File: src/rtl/vreg_wb_sequencer_if.sv
// Writeback bundle between the two producers, the sequencer and the register file port.
// "slave" is the sequencer side; "master" is the producer/consumer side.
interface vreg_wb_sequencer_if #(
  parameter int DATA_W = 32,
  parameter int ADDR_W = 5
);
  logic                    alu_valid;
  logic                    alu_ready;
  logic [ADDR_W-1:0]       alu_reg;
  logic [DATA_W-1:0]       alu_data;
  logic                    ld_valid;
  logic                    ld_ready;
  logic [ADDR_W-1:0]       ld_reg;
  logic [DATA_W-1:0]       ld_data;
  logic                    reg_write;
  logic [ADDR_W-1:0]       write_reg;
  logic [DATA_W-1:0]       write_data;
  logic [(1<<ADDR_W)-1:0]  busy_mask;
  logic                    idle;

  modport slave (
    input  alu_valid, alu_reg, alu_data, ld_valid, ld_reg, ld_data,
    output alu_ready, ld_ready, reg_write, write_reg, write_data, busy_mask, idle
  );

  modport master (
    output alu_valid, alu_reg, alu_data, ld_valid, ld_reg, ld_data,
    input  alu_ready, ld_ready, reg_write, write_reg, write_data, busy_mask, idle
  );
endinterface

File: src/rtl/vreg_wb_sequencer.sv
// Round-robin writeback sequencer: arbitrates ALU and load-unit requests into a small FIFO
// and drains one entry per cycle onto a registered register-file write port.
module vreg_wb_sequencer #(
  parameter int DATA_W     = 32,
  parameter int ADDR_W     = 5,
  parameter int FIFO_DEPTH = 4
) (
  input  logic               clk,
  input  logic               rst,
  vreg_wb_sequencer_if.slave wb
);

  localparam int PTR_W    = $clog2(FIFO_DEPTH);
  localparam int CNT_W    = PTR_W + 1;
  localparam int NUM_REGS = 1 << ADDR_W;

  typedef enum logic {
    GRANT_ALU = 1'b0,
    GRANT_LD  = 1'b1
  } grant_e;

  grant_e              last_grant_q, last_grant_d;
  logic [PTR_W-1:0]    head_q, head_d;
  logic [PTR_W-1:0]    tail_q, tail_d;
  logic [CNT_W-1:0]    count_q, count_d;
  logic                reg_write_q, reg_write_d;
  logic [ADDR_W-1:0]   write_reg_q, write_reg_d;
  logic [DATA_W-1:0]   write_data_q, write_data_d;

  logic [ADDR_W-1:0]   fifo_reg_q  [FIFO_DEPTH];
  logic [DATA_W-1:0]   fifo_data_q [FIFO_DEPTH];

  logic                full;
  logic                alu_win, ld_win;
  logic                alu_acc, ld_acc;
  logic [ADDR_W-1:0]   acc_reg;
  logic [DATA_W-1:0]   acc_data;
  logic                push, pop;
  logic [NUM_REGS-1:0] busy;

  // Full is judged on the registered count only: a pop in the same cycle never frees a slot.
  always_comb begin
    full     = (count_q == CNT_W'(FIFO_DEPTH));
    alu_win  = wb.alu_valid && (!wb.ld_valid || (last_grant_q == GRANT_LD));
    ld_win   = wb.ld_valid && (!wb.alu_valid || (last_grant_q == GRANT_ALU));
    alu_acc  = alu_win && !full;
    ld_acc   = ld_win && !full;
    acc_reg  = alu_acc ? wb.alu_reg : wb.ld_reg;
    acc_data = alu_acc ? wb.alu_data : wb.ld_data;
    push     = (alu_acc || ld_acc) && (acc_reg != '0);
    pop      = (count_q != '0);
  end

  always_comb begin
    last_grant_d = last_grant_q;
    if (alu_acc) begin
      last_grant_d = GRANT_ALU;
    end else if (ld_acc) begin
      last_grant_d = GRANT_LD;
    end
    tail_d       = push ? (tail_q + 1'b1) : tail_q;
    head_d       = pop ? (head_q + 1'b1) : head_q;
    count_d      = count_q + CNT_W'(push) - CNT_W'(pop);
    reg_write_d  = pop;
    write_reg_d  = pop ? fifo_reg_q[head_q] : write_reg_q;
    write_data_d = pop ? fifo_data_q[head_q] : write_data_q;
  end

  always_ff @(posedge clk) begin
    if (!rst) begin
      last_grant_q <= GRANT_LD;
      head_q       <= '0;
      tail_q       <= '0;
      count_q      <= '0;
      reg_write_q  <= 1'b0;
      write_reg_q  <= '0;
      write_data_q <= '0;
    end else begin
      last_grant_q <= last_grant_d;
      head_q       <= head_d;
      tail_q       <= tail_d;
      count_q      <= count_d;
      reg_write_q  <= reg_write_d;
      write_reg_q  <= write_reg_d;
      write_data_q <= write_data_d;
    end
  end

  // Storage needs no reset: only slots between head and tail are ever read.
  always_ff @(posedge clk) begin
    if (rst && push) begin
      fifo_reg_q[tail_q]  <= acc_reg;
      fifo_data_q[tail_q] <= acc_data;
    end
  end

  always_comb begin
    busy = '0;
    for (int k = 0; k < FIFO_DEPTH; k++) begin
      if (CNT_W'(k) < count_q) begin
        busy[fifo_reg_q[head_q + PTR_W'(k)]] = 1'b1;
      end
    end
    if (reg_write_q) begin
      busy[write_reg_q] = 1'b1;
    end
    busy[0] = 1'b0;
  end

  assign wb.alu_ready  = alu_acc;
  assign wb.ld_ready   = ld_acc;
  assign wb.reg_write  = reg_write_q;
  assign wb.write_reg  = write_reg_q;
  assign wb.write_data = write_data_q;
  assign wb.busy_mask  = busy;
  assign wb.idle       = (count_q == '0) && !reg_write_q;

endmodule
File: src/flat_wrapper.sv
// flat-port wrapper written by rule: the top's interface ports become plain ports
module vreg_wb_sequencer_flat 
#(
  parameter int DATA_W     = 32,
  parameter int ADDR_W     = 5,
  parameter int FIFO_DEPTH = 4
)
  (clk, rst, wb_alu_valid, wb_alu_reg, wb_alu_data, wb_ld_valid, wb_ld_reg, wb_ld_data, wb_alu_ready, wb_ld_ready, wb_reg_write, wb_write_reg, wb_write_data, wb_busy_mask, wb_idle);
  vreg_wb_sequencer_if #(.DATA_W(DATA_W), .ADDR_W(ADDR_W)) wb_i ();
  input  logic clk;
  input  logic rst;
  input wire logic [$bits(wb_i.alu_valid)-1:0] wb_alu_valid;
  input wire logic [$bits(wb_i.alu_reg)-1:0] wb_alu_reg;
  input wire logic [$bits(wb_i.alu_data)-1:0] wb_alu_data;
  input wire logic [$bits(wb_i.ld_valid)-1:0] wb_ld_valid;
  input wire logic [$bits(wb_i.ld_reg)-1:0] wb_ld_reg;
  input wire logic [$bits(wb_i.ld_data)-1:0] wb_ld_data;
  output wire logic [$bits(wb_i.alu_ready)-1:0] wb_alu_ready;
  output wire logic [$bits(wb_i.ld_ready)-1:0] wb_ld_ready;
  output wire logic [$bits(wb_i.reg_write)-1:0] wb_reg_write;
  output wire logic [$bits(wb_i.write_reg)-1:0] wb_write_reg;
  output wire logic [$bits(wb_i.write_data)-1:0] wb_write_data;
  output wire logic [$bits(wb_i.busy_mask)-1:0] wb_busy_mask;
  output wire logic [$bits(wb_i.idle)-1:0] wb_idle;
  assign wb_i.alu_valid = wb_alu_valid;
  assign wb_i.alu_reg = wb_alu_reg;
  assign wb_i.alu_data = wb_alu_data;
  assign wb_i.ld_valid = wb_ld_valid;
  assign wb_i.ld_reg = wb_ld_reg;
  assign wb_i.ld_data = wb_ld_data;
  assign wb_alu_ready = wb_i.alu_ready;
  assign wb_ld_ready = wb_i.ld_ready;
  assign wb_reg_write = wb_i.reg_write;
  assign wb_write_reg = wb_i.write_reg;
  assign wb_write_data = wb_i.write_data;
  assign wb_busy_mask = wb_i.busy_mask;
  assign wb_idle = wb_i.idle;
  vreg_wb_sequencer #(.DATA_W(DATA_W), .ADDR_W(ADDR_W), .FIFO_DEPTH(FIFO_DEPTH)) u_core (.clk(clk), .rst(rst), .wb(wb_i));
endmodule
File: config.mk
export PLATFORM = sky130hd
export DESIGN_NAME = vreg_wb_sequencer_flat
export DESIGN_NICKNAME = d
export VERILOG_FILES = /design/src/rtl/vreg_wb_sequencer_if.sv /design/src/rtl/vreg_wb_sequencer.sv /design/src/flat_wrapper.sv
export SDC_FILE = /design/constraint.sdc
export NUM_CORES = 1
export LEC_CHECK = 0
export ABC_AREA = 1
export BUFFER_PORTS_ARGS = -buffer_cell sky130_fd_sc_hd__buf_2
export CORE_UTILIZATION = 40
export CTS_BUF_LIST = sky130_fd_sc_hd__clkbuf_8
export CTS_CLUSTER_SIZE = 40
export DETAILED_ROUTE_END_ITERATION = 7
export PLACE_DENSITY = 0.62
export SLEW_MARGIN = 20
export SYNTH_ARGS = -nofsm -noshare
export SYNTH_HDL_FRONTEND = slang
export SYNTH_SLANG_ARGS = --single-unit
File: constraint.sdc
create_clock -name clk -period 6.5 [get_ports clk]
set_clock_uncertainty 0.05 [all_clocks]
set_input_delay 0.325 -clock clk [delete_from_list [all_inputs] [get_ports clk]]
set_output_delay 0.325 -clock clk [all_outputs]
set_load 0.005 [all_outputs]
======== Word-level counts from Yosys, hierarchy flattened ========
Memories as Yosys holds them, arrays and structs flattened. A register that Yosys moved wholly into a read port is not among the register bits.
Cells that the tools add are included.
storage, ports and cells
  register bits ........................... 14
  memory bits (writable) .................. 148
  input port bits ......................... 78
  output and inout port bits .............. 73
  logic and storage cells ................. 81
  memories kept ........................... 2
operators by class
  add/sub/neg operators ................... 6
  $lt $le $gt $ge ......................... 14
  eq/ne operators ......................... 1
  muxes and demuxes ....................... 23
  bitwise operators ....................... 5
  reductions and logical operators ........ 24
memories
  memory              depth  width  read ports  clocked after memory_dff  write ports  RTL line                 text
  u_core.fifo_data_q  4      32     1           1                         1            vreg_wb_sequencer.sv:31  logic [DATA_W-1:0] fifo_data_q [FIFO_DEPTH];
  u_core.fifo_reg_q   4      5      4           1                         1            vreg_wb_sequencer.sv:30  logic [ADDR_W-1:0] fifo_reg_q [FIFO_DEPTH];
operators with widths
  kind                                                 number
  2-to-1 mux 32 bit                                    6
  OR 32 bit                                            4
  < comparator 5 x 6 -> 1 bit, second input constant   5
  demux 1 bit (select 5 bit)                           5
  >= comparator 5 x 1 -> 1 bit, second input constant  5
  logical AND 1 bit                                    12
  2-to-1 mux 1 bit                                     9
  < comparator 1 x 3 -> 1 bit, first input constant    2
  < comparator 2 x 3 -> 1 bit, first input constant    2
  logical NOT 1 bit                                    5
  2-to-1 mux 5 bit                                     1
  nonzero test 5 bit                                   1
  adder 2 x 1 -> 2 bit, second input constant          2
  adder 2 bit, second input constant                   2
  2-to-1 mux 2 bit                                     2
  adder 3 x 1 -> 3 bit                                 1
  == test 3 bit, second input constant                 1
  logical NOT 3 bit                                    1
  logical OR 1 bit                                     3
  nonzero test 3 bit                                   1
  subtractor 3 x 1 -> 3 bit                            1
  nonzero test 2 bit                                   1
  NOT 1 bit                                            1

======== Longest topological paths before layout ========
Gate-level depths: netlist of the first run.
An unclocked memory read counts as a cell.
  word-level depth ........................ 14
  mapped depth ............................ 13
  depth with buffers taken out ............ 13

======== Worst setup path after synthesis of the first run ========
No wires, ideal clock.
  path type ............................... input to register
  start ................................... in wb_alu_valid
  end ..................................... mem u_core.fifo_data_q[0][0], enable pin
  setup time .............................. 431 ps
  arrival ................................. 2859 ps
  data required time ...................... 6019 ps
  slack ................................... 3160 ps
  cell stages on the path ................. 9
  buffers on the path ..................... 1
  cell sequence ........................... inv_1 -> a21oi_1 -> nand2_2 -> buf_6 -> nand2_1 -> inv_1 -> nor2_4 -> nand2_2 -> nor2_1
on the way
  word-level cells in the longest chain between the ends .. 9
  elaborated cells on any way between the ends .. 13
  classes of those cells .................. 3 x mux; 10 x reduce/logical
ends and longest elaborated chain
  what                                                      RTL line                 text
  start, declared                                           flat_wrapper.sv:12       input wire logic [$bits(wb_i.alu_valid)-1:0] wb_alu_valid;
  branches (longest 5 deep; another with 2-to-1 mux 5 bit)  --
  logical AND 1 bit (*)                                     vreg_wb_sequencer.sv:50  push = (alu_acc || ld_acc) && (acc_reg != '0);
  logical AND 1 bit (*)                                     vreg_wb_sequencer.sv:91  if (rst && push) begin
  2-to-1 mux 1 bit (*)                                      vreg_wb_sequencer.sv:91
  2-to-1 mux 1 bit (implied by the code) (*)                vreg_wb_sequencer.sv:93  fifo_data_q[tail_q] <= acc_data;
  end, declared                                             vreg_wb_sequencer.sv:31
Every way passes the cells marked *.

======== Worst setup path in the final report of the first run ========
  start ................................... reg u_core.head_q[0]
  end ..................................... out wb_busy_mask[4]
on the way
  word-level cells in the longest chain between the ends .. 14
  elaborated cells on any way between the ends .. 27
  classes of those cells .................. 3 x add/sub; 6 x order compare; 10 x mux; 4 x bitwise; 3 x reduce/logical; 1 x memory
ends and longest elaborated chain
  what                                                                                                      RTL line                  text
  start, declared                                                                                           vreg_wb_sequencer.sv:23   logic [PTR_W-1:0] head_q, head_d;
  start signal, assigned                                                                                    vreg_wb_sequencer.sv:72   head_q <= '0;
  start signal, assigned                                                                                    vreg_wb_sequencer.sv:80   head_q <= head_d;
  adder 2 x 1 -> 2 bit                                                                                      vreg_wb_sequencer.sv:101  busy[fifo_reg_q[head_q + PTR_W'(k)]] = 1'b1;
  memory (4 x 5 bit) (*)                                                                                    --
  < comparator 5 x 6 -> 1 bit (implied by the code) / >= comparator 5 x 1 -> 1 bit (equally long branches)  vreg_wb_sequencer.sv:101
  logical AND 1 bit (implied by the code)                                                                   vreg_wb_sequencer.sv:101
  2-to-1 mux 1 bit (implied by the code)                                                                    vreg_wb_sequencer.sv:101
  demux 1 bit (select 5 bit)                                                                                --
  OR 32 bit (no line)                                                                                       --
  2-to-1 mux 32 bit                                                                                         vreg_wb_sequencer.sv:100  if (CNT_W'(k) < count_q) begin
  OR 32 bit (no line)                                                                                       --
  2-to-1 mux 32 bit                                                                                         vreg_wb_sequencer.sv:100
  OR 32 bit (no line)                                                                                       --
  2-to-1 mux 32 bit (*)                                                                                     vreg_wb_sequencer.sv:100
  OR 32 bit (no line)                                                                                       --
  2-to-1 mux 32 bit (*)                                                                                     vreg_wb_sequencer.sv:104  if (reg_write_q) begin
  end, declared                                                                                             flat_wrapper.sv:23        output wire logic [$bits(wb_i.busy_mask)-1:0] wb_busy_mask;
Mark *: on every way between the ends. The rest lies on a longest branch, timed or not.

==> impl_results.md, run 1 <==
* Clock buffer depth at 2
* Count leader, synth: nand2_1
* Initial Utilization at 0.408
* Antenna viol nets, final at 0
* Final setup vio count at 0
* Pint at 2.55 mW
* Biggest register: u_core.fifo_data_q
* Total of max-cap violations at 0
* # diodes at 0
* Pre-antenna DRT Iters at 5
* Htree depth at 4
* Slew headroom at 0.258
* YS warnings at 0
* Crit-path leading delay family: simple AND/OR/NAND/NOR gates
* Yosys top cell area share at 0.463
* Total congestion overflow at 0
* Worst Setup End Kind: output pin
* CP max stage delay at 960 ps
* GPL Wtd Cong at 0.978
* Port Buffer Count at 149
* Period utilization at 0.578
* Share of layout cells above drive strength 1 at 0.199
* Worst path required time at 6120 ps
* Path category of the worst min-delay check: primary input to flop
* FMAX at 266 MHz
* Outcome: completed
* Register bit total from synthesis at 196
* Die W at 157 um
* CORE AREA at 23500 um^2
* Clock transition at the registers of the reported paths at 100 ps
* Global-route wire length before repair at 40.1 mm
* CTS tree: built
* Final setup TNS at 0 ps
* Final number of hold-violating endpoints at 0
* Synthesis-to-finish area growth at 14.8%
* Die ar. at 24600 um^2
* Initial DRC count at 684
* Largest area contributor in the netlist: edfxtp_1
* Clock Latency Late Sink at 460 ps
* Row Count at 56
* Net count, final at 1280
* Syn avg cell area at 9.09 um^2
* Switching Share at 0.445
* Power Density at 418 nW/um^2
* Ys flop type: edfxtp_1
* Worst setup SP type: flop
* Post-synth EDFFs at 148
* Post-DR vias/cell at 5.19
* Synth Cell Area at 9600 um^2
* Crit-path cells: inv_1, nand2_2, inv_2, nand2_1, nand2_1, nor2_1, inv_1, nor2_1, nand2_1, nor2_1, nor2_1, nand2_1, buf_2
* Synth top cells by count: 270 x nand2_1, 168 x nor2_1, 148 x edfxtp_1
* Largest net degree at the start of global routing at 80
* Worst Hold Slack at 144 ps
* Cts bufs inserted at 17
* Die Y at 157 um
* Slew Limit Fails at 0
* DRC viols at 0
* DR vias at 7916
* CTS root buffer: clkbuf_8
* Sw power at 2.05 mW
* Synth async-reset ratio at 0
* Arr. time, crit path at 3380 ps
* Total Routing Usage GR at 0.215
* Unrepaired setup endpoints after global routing: false
* Cells after synthesis at 1057
* Bufs and invs on worst path at 4
* Post-DP Area at 10600 um^2
* Worst IR drop on VDD at 0.250 mV
* Syn Nets at 1144
* Flop pwr share at 0.384
* Final Util at 0.468
* Post-synthesis sequential area ratio at 0.563
* Post-route cell area at 11000 um^2
* Vias in the first global route at 7533
* # IOs at 151
* Kind of critical path: flop to output pin
* Final WL at 25.6 mm
* Clock power share at 0.163
* R2r setup slk at 3070 ps
* Largest register FFs at 128
* Post-CTS Setup Bufs at 0
* Comb power frac at 0.453
* Cts repair resizes at 0
* DP Wirelength at 17.0 mm
* Initial antenna violation count at 0
* Hold_buf cts at 0
* Worst-path fanout max at 36
* # fillers at 2334
* Synth top area cells: edfxtp_1 46%, nand2_1 11%, dfxtp_1 10%
* CP max stage cell: dfxtp_1
* Clock sinks at 196
* Slew @ Worst Pin at 1110 ps
* Fin crit period at 3760 ps
* Routed wire per std cell at 16.8 um
* Pleak at 4.52 nW
* Number of distinct library cells after synthesis at 42
tightest hold or removal path: cells and delay by family:
kind | cells | cell delay, ps
buf+inv | 1 | 70
simple gates | 2 | 140
worst paths after layout:
path	start	cells past startpoint	end
worst max-delay path	u_core.head_q[0]$_SDFFE_PN0N_	13	wb_busy_mask[4]
worst min-delay path	wb_alu_data[22]	3	u_core.fifo_data_q[0][22]$_DFFE_PP_
worst max register to register	u_core.last_grant_q$_SDFFE_PN1P_	11	u_core.fifo_reg_q[1][1]$_DFFE_PP_
worst min register to register	u_core.fifo_data_q[2][29]$_DFFE_PP_	2	u_core.wb.write_data[29]$_SDFFE_PN0N_
per-layer routing:
layer	up-vias	global-route usage	routed length [um]
li1	3897	-	-
met1	3694	0.295	11700
met2	293	0.354	12100
met3	32	0.0308	1380
met4	0	0.0602	372
met5	-	0	0
power by group through the flow:
| stage | combinational, mW | sequential (mW) | clock (mW) |
|---|---|---|---|
| detailed placement | 2.07 | 1.79 | 0 |
| floorplan | 1.47 | 1.74 | 0 |
| finish | 2.08 | 1.77 | 0.752 |
| global placement | 2.05 | 1.79 | 0 |
| global route | 2.33 | 1.79 | 0.812 |
| CTS | 2.08 | 1.77 | 0.765 |
metrics by stage:
stage	power, mW	instances	setup WS [ps]
floorplan	3.21	1057	3160
global placement	3.85	1493	3000
detailed placement	3.87	1493	2970
CTS	4.61	1525	2770
global route	4.94	1525	2320
finish	4.60	1525	2740
cells in the final DEF, fill, tap and decap left out, types with 8 or more instances in the layout:
cell type,n
o211ai_1,8
nor3_1,12
clkbuf_8,17
o21ai_0,51
nand2_1,269
buf_2,149
ha_1,8
nor2_1,163
nand3_1,30
a22oi_1,62
o22ai_1,9
dfxtp_1,48
a31oi_1,28
a21oi_1,23
edfxtp_1,148
nand2_2,10
inv_1,78
o21ai_2,10
o21ai_1,12
kinds of logic (layout without fill, tap and decap cells):
| logic type | after synthesis | after routing | synth area share |
|---|---|---|---|
| compound gates | 214 | 214 | 0.145 |
| other cells | 1 | 1 | 0.000390 |
| buf+inv | 122 | 271 | 0.0537 |
| simple gates | 514 | 514 | 0.224 |
| xor+xnor | 1 | 1 | 0.000912 |
| flops | 196 | 196 | 0.563 |
| fa+ha+maj | 9 | 9 | 0.0125 |
layout make-up:
type	count	area, um^2	share of cell area
flip-flops and latches	196	5410	0.490
multi-input cells	739	3720	0.337
clock inverters	15	154	0.0140
clock buffers	17	234	0.0212
well taps	319	399	0.0362
repair buffers	156	798	0.0724
inverters	83	314	0.0285
Power figures use the tool's default switching activity.
==> run 2, diff against run 1 <==
--- a/config.mk
+++ b/config.mk
@@ -5,7 +5,7 @@
 export SDC_FILE = /design/constraint.sdc
 export NUM_CORES = 1
 export LEC_CHECK = 0
-export ABC_AREA = 1
+export ABC_AREA = 0
 export BUFFER_PORTS_ARGS = -buffer_cell sky130_fd_sc_hd__buf_2
 export CORE_UTILIZATION = 40
 export CTS_BUF_LIST = sky130_fd_sc_hd__clkbuf_8
==> constraint.sdc (replaced) <==
create_clock -name clk -period 3.73 [get_ports clk]
set_clock_uncertainty 0.05 [all_clocks]
set_input_delay 0.1865 -clock clk [delete_from_list [all_inputs] [get_ports clk]]
set_output_delay 0.1865 -clock clk [all_outputs]
set_load 0.005 [all_outputs]
==> impl_results.md, run 2 <==
* Antenna viol nets, final at 0
* Clock buffer depth at 2
* Synth Cell Area at 9460 um^2
* Worst path required time at 3490 ps
* Ys flop type: edfxtp_1
* Post-synthesis sequential area ratio at 0.571
* Period utilization at 0.886
* Initial antenna violation count at 0
* CP max stage cell: nor2b_1
* Vias in the first global route at 6580
* Kind of critical path: flop to output pin
* Synth top cells by count: 211 x nand2_1, 148 x edfxtp_1, 56 x a22oi_1
* Slew Limit Fails at 0
* Die ar. at 24300 um^2
* Die Y at 156 um
* Post-route cell area at 11100 um^2
* Htree depth at 4
* Fin crit period at 3310 ps
* Final non-filler cell total at 1260
* Syn Nets at 865
* Slew @ Worst Pin at 1030 ps
* Post-CTS Setup Bufs at 0
* Yosys top cell area share at 0.470
* Hold_buf cts at 26
* FF-to-FF Start: u_core.count_q[2]$_SDFF_PN0_
* Register bit total from synthesis at 196
* Most frequent cells in the layout: 211 x nand2_1, 149 x buf_2, 148 x edfxtp_1
* Dpl cells at 1202
* Worst setup SP type: flop
* Clock transition at the registers of the reported paths at 100 ps
* Largest area contributor in the netlist: edfxtp_1
* Commonest non-fill, non-tap cell in the layout: nand2_1
* Final Util at 0.484
* # diodes at 0
* Largest net degree at the start of global routing at 41
* HP Start: wb_alu_data[23]
* CORE AREA at 22900 um^2
* DR vias at 6819
* Share of layout cells above drive strength 1 at 0.277
* GPL Wtd Cong at 0.999
* Post-synth EDFFs at 148
* Bufs and invs on worst path at 2
* Biggest register: u_core.fifo_data_q
* Port Buffer Count at 149
* Count leader, synth: nand2_1
* CP max stage delay at 750 ps
* Global-route wire length before repair at 37.0 mm
* Clock Latency Late Sink at 450 ps
* Setup crit start: u_core.head_q[0]$_SDFFE_PN0N_
* Synthesis-to-finish area growth at 17.3%
* Total Routing Usage GR at 0.204
* Row Count at 55
* Total congestion overflow at 0
* Outcome: completed
* Final number of hold-violating endpoints at 0
* Cells after synthesis at 778
* Total of max-cap violations at 0
* Number of distinct library cells after synthesis at 50
* Worst IR drop on VDD at 0.501 mV
* # IOs at 151
* Worst-path fanout max at 11
* DRC viols at 0
* Initial Utilization at 0.413
* Pleak at 4.24 nW
* Post-DR vias/cell at 5.41
* Post-DP Area at 10500 um^2
* Clock sinks at 196
* Worst Setup End Kind: output pin
* Path category of the worst min-delay check: primary input to flop
* Die W at 156 um
* Slew headroom at 0.316
* CTS root buffer: clkbuf_8
* Syn avg cell area at 12.2 um^2
* Routed wire per std cell at 19.2 um
* Pre-antenna DRT Iters at 5
* DP Wirelength at 16.6 mm
* Cts bufs inserted at 17
* Cts repair resizes at 0
* Net count, final at 1021
* Final WL at 24.2 mm
* Unrepaired setup endpoints after global routing: false
* Initial DRC count at 522
* Crit-path leading delay family: simple AND/OR/NAND/NOR gates
* FMAX at 302 MHz
* Crit-path cells: buf_4, mux4_2, nor2b_1, nand3_1, nand4_1, buf_2
* Final setup vio count at 0
* Arr. time, crit path at 3070 ps
* Synth top area cells: edfxtp_1 47%, mux4_2 11%, dfxtp_1 10%
* CTS tree: built
* Power Density at 701 nW/um^2
* Synth async-reset ratio at 0
* YS warnings at 0
* Largest register FFs at 128
* Final setup TNS at 0 ps
run 2: cell types whose count changed after synthesis, moves of 10 or more:
cell,previous run,this run
o21ai_0,51,1
o21ai_1,12,0
mux4_2,0,46
nor2_1,168,34
a31oi_1,28,0
inv_1,77,8
a21boi_0,2,37
o21ai_2,10,0
nor2b_1,0,14
a21oi_1,23,0
nand2_1,270,211
run 2: final timing paths:
check,cells after the start,to,slack [ps]
setup / recovery,6,wb_busy_mask[8],420
hold / removal,3,u_core.fifo_data_q[1][23]$_DFFE_PP_,30
setup reg to reg,8,u_core.fifo_data_q[1][19]$_DFFE_PP_,850
hold reg to reg,2,u_core.wb.write_data[23]$_SDFFE_PN0N_,420
run 2: kinds of logic (layout without fill, tap and decap cells):
| logic type | after synthesis | after routing | share of synthesized area |
|---|---|---|---|
| adder cells (fa/ha/maj) | 9 | 9 | 0.0127 |
| buffers and inverters | 56 | 225 | 0.0263 |
| XOR/XNOR | 3 | 3 | 0.00278 |
| flip-flops | 196 | 196 | 0.571 |
| AO/OA/AOI/OAI | 98 | 98 | 0.0784 |
| multiplexers | 58 | 58 | 0.133 |
| other | 1 | 1 | 0.000396 |
| AND/OR/NAND/NOR | 357 | 357 | 0.175 |
run 2: layout make-up:
| class | instances | area, um^2 |
|---|---|---|
| inverter | 9 | 33.8 |
| clock buffer | 17 | 234 |
| fill | 2095 | 11800 |
| sequential | 196 | 5410 |
| tap | 313 | 392 |
| clock inverter | 15 | 131 |
| multi-input combinational | 526 | 3820 |
| timing repair buffer | 184 | 1070 |
run 2: report_power, final:
group          internal, mW  switching, mW  leakage (nW)
combinational          1.34           2.06          2.31
clock                 0.532          0.728         0.184
sequential             2.84          0.284          1.75
run 2: through the flow:
stage / hold WS [ps] / total power, mW / setup WS (ps)
finish: 31.2 / 7.78 / 424
floorplan: 292 / 5.36 / 1260
CTS: 1.25 / 7.83 / 419
global placement: 398 / 6.54 / 847
detailed placement: 404 / 6.53 / 954
global route: 32.4 / 8.25 / 274
run 2: per-layer routing:
layer | up-vias | GRT usage | wire length, um
met5 | - | 0 | 0
met4 | 0 | 0.0789 | 513
met3 | 38 | 0.0308 | 1220
met2 | 259 | 0.359 | 12100
met1 | 3343 | 0.253 | 10400
li1 | 3179 | - | -
run 2: tightest hold or removal path, stage by stage:
cell and delay (ps):
buf_2 70, nand2_1 40, nand2_1 110
==> run 3, diff against run 2 <==
==> constraint.sdc (replaced) <==
create_clock -name clk -period 3.09 [get_ports clk]
set_clock_uncertainty 0.05 [all_clocks]
set_input_delay 0.1545 -clock clk [delete_from_list [all_inputs] [get_ports clk]]
set_output_delay 0.1545 -clock clk [all_outputs]
set_load 0.005 [all_outputs]
==> impl_results.md, run 3 (synthesized netlist as in run 2, its figures left out) <==
* Antenna viol nets, final at 0
* Switching Share at 0.381
* Post-CTS Setup Bufs at 0
* Post-DR vias/cell at 5.34
* CORE AREA at 22900 um^2
* Unrepaired setup endpoints after global routing: false
* Row Count at 55
* CP max stage cell: mux4_1
* Die Y at 156 um
* Worst path required time at 2890 ps
* Final setup vio count at 0
* Outcome: completed
* # diodes at 0
* Period utilization at 0.933
* Clock power share at 0.183
* DRC viols at 0
* Vias in the first global route at 6797
* Port Buffer Count at 149
* Path category of the worst min-delay check: primary input to flop
* Final WL at 23.7 mm
* Comb power frac at 0.428
* DR vias at 6888
* Power Density at 843 nW/um^2
* Global-route wire length before repair at 37.5 mm
* Hold worst-path end: u_core.fifo_data_q[1][17]$_DFFE_PP_
* Largest net degree at the start of global routing at 44
* Worst IR drop on VDD at 0.434 mV
* Clock sinks at 196
* Worst r2r path cells at 8
* Arr. time, crit path at 2680 ps
* CTS root buffer: clkbuf_8
* Pleak at 4.42 nW
* Fin crit period at 2880 ps
* # IOs at 151
* Final Util at 0.501
* Pre-antenna DRT Iters at 5
* R2r setup slk at 270 ps
* Routed wire per std cell at 18.4 um
* Largest register FFs at 128
* Flop pwr share at 0.389
* Die ar. at 24300 um^2
* Sw power at 3.69 mW
* Biggest register: u_core.fifo_data_q
* Slew headroom at 0.317
* Share of layout cells above drive strength 1 at 0.277
* Cts bufs inserted at 17
* Worst setup SP type: flop
* Clock transition at the registers of the reported paths at 100 ps
* Total Routing Usage GR at 0.205
* HP Start: wb_ld_data[17]
* FMAX at 347 MHz
* Total of max-cap violations at 0
* Initial Utilization at 0.413
* Net count, final at 1052
* Worst Setup End Kind: output pin
* Synthesis-to-finish area growth at 21.3%
* FF-to-FF Start: u_core.count_q[2]$_SDFF_PN0_
* CP max stage delay at 710 ps
* Initial antenna violation count at 0
* Crit Reg-Reg Endpoint: u_core.fifo_data_q[2][10]$_DFFE_PP_
* Commonest non-fill, non-tap cell in the layout: nand2_1
* Hold Path Depth at 3
* Clock Latency Late Sink at 460 ps
* Worst-path fanout max at 16
* Slew Limit Fails at 0
* GPL Wtd Cong at 1.01
* DP Wirelength at 16.0 mm
* Pint at 5.99 mW
* Slew @ Worst Pin at 1020 ps
* Most frequent cells in the layout: 211 x nand2_1, 149 x buf_2, 148 x edfxtp_1
* Worst Hold Slack at 16.0 ps
* Clock buffer depth at 2
* Kind of critical path: flop to output pin
* Final setup TNS at 0 ps
* Crit-path cells: mux4_1, nor4b_2, a22oi_1, nand3_1, buf_2
* CTS tree: built
* Final number of hold-violating endpoints at 0
* Die W at 156 um
* Initial DRC count at 505
* Total congestion overflow at 0
* Htree depth at 4
run 3: changes by cell type in the layout (fill, tap and decap cells not counted), sizes merged:
cell,previous run,this run
clkbuf,17,18
dlygate4sd3,26,50
clkinv,4,7
bufinv,1,3
clkinvlp,4,1
buf,158,165
inv,15,12
run 3: area by class of cell:
| type | instances | area (um^2) |
|---|---|---|
| fillers | 2060 | 11400 |
| clock buffers | 18 | 248 |
| well taps | 313 | 392 |
| clock inverters | 14 | 193 |
| multi-input cells | 526 | 3830 |
| inverters | 9 | 33.8 |
| repair buffers | 215 | 1370 |
| flip-flops and latches | 196 | 5410 |
run 3: what timing repair did:
item                                    CTS  global route
endpoints found under the setup margin    2            21
hold endpoints to repair                104             0
hold buffers                             50             0
gates resized for setup                   1             2
run 3: worst max path at each step:
stage | to | start | cells after the start | slack, ps
after detailed placement | wb_busy_mask[6] | u_core.head_q[0]$_SDFFE_PN0N_ | 6 | 490
after floorplan | u_core.fifo_data_q[2][0]$_DFFE_PP_ | u_core.count_q[1]$_SDFF_PN0_ | 4 | 620
final | wb_busy_mask[16] | u_core.head_q[0]$_SDFFE_PN0N_ | 5 | 210
after global routing | wb_busy_mask[3] | u_core.head_q[0]$_SDFFE_PN0N_ | 6 | 70
after CTS | wb_busy_mask[6] | u_core.head_q[0]$_SDFFE_PN0N_ | 6 | 100
after global placement | wb_busy_mask[6] | u_core.head_q[0]$_SDFFE_PN0N_ | 6 | 530
run 3: worst max-delay path: cells and delay by family, from the launching register on:
family	cells	cell delay [ps]
multiplexers	1	710
AO/OA/AOI/OAI	1	180
flip-flops	1	500
AND/OR/NAND/NOR	2	720
buffers and inverters	1	120
run 3: per-layer routing:
metal | wire length, um | global-route usage | vias to the layer above | part of all wire
met3 | 1460 | 0.0353 | 47 | 0.062
li1 | - | - | 3241 | -
met4 | 614 | 0.0826 | 0 | 0.026
met2 | 11800 | 0.356 | 279 | 0.50
met5 | 0 | 0 | - | 0
met1 | 9880 | 0.252 | 3321 | 0.42
run 3: metrics by stage:
step	power, mW	setup slack [ps]	instance area [um^2]	std cells
after floorplan	6.48	618	9460	778
after global placement	7.85	530	10500	1209
after detailed placement	7.87	492	10500	1209
final	9.68	206	11500	1291
after CTS	9.74	98.8	11500	1291
after global routing	10.3	70.1	11500	1291
run 3: power by group through the flow:
stage / clock (mW) / combinational (mW) / sequential (mW)
2_1_floorplan: 0 / 2.79 / 3.68
3_3_place_gp: 0 / 4.04 / 3.81
3_5_place_dp: 0 / 4.04 / 3.83
4_1_cts: 1.80 / 4.16 / 3.77
5_1_grt: 1.90 / 4.56 / 3.83
6_report: 1.77 / 4.14 / 3.77
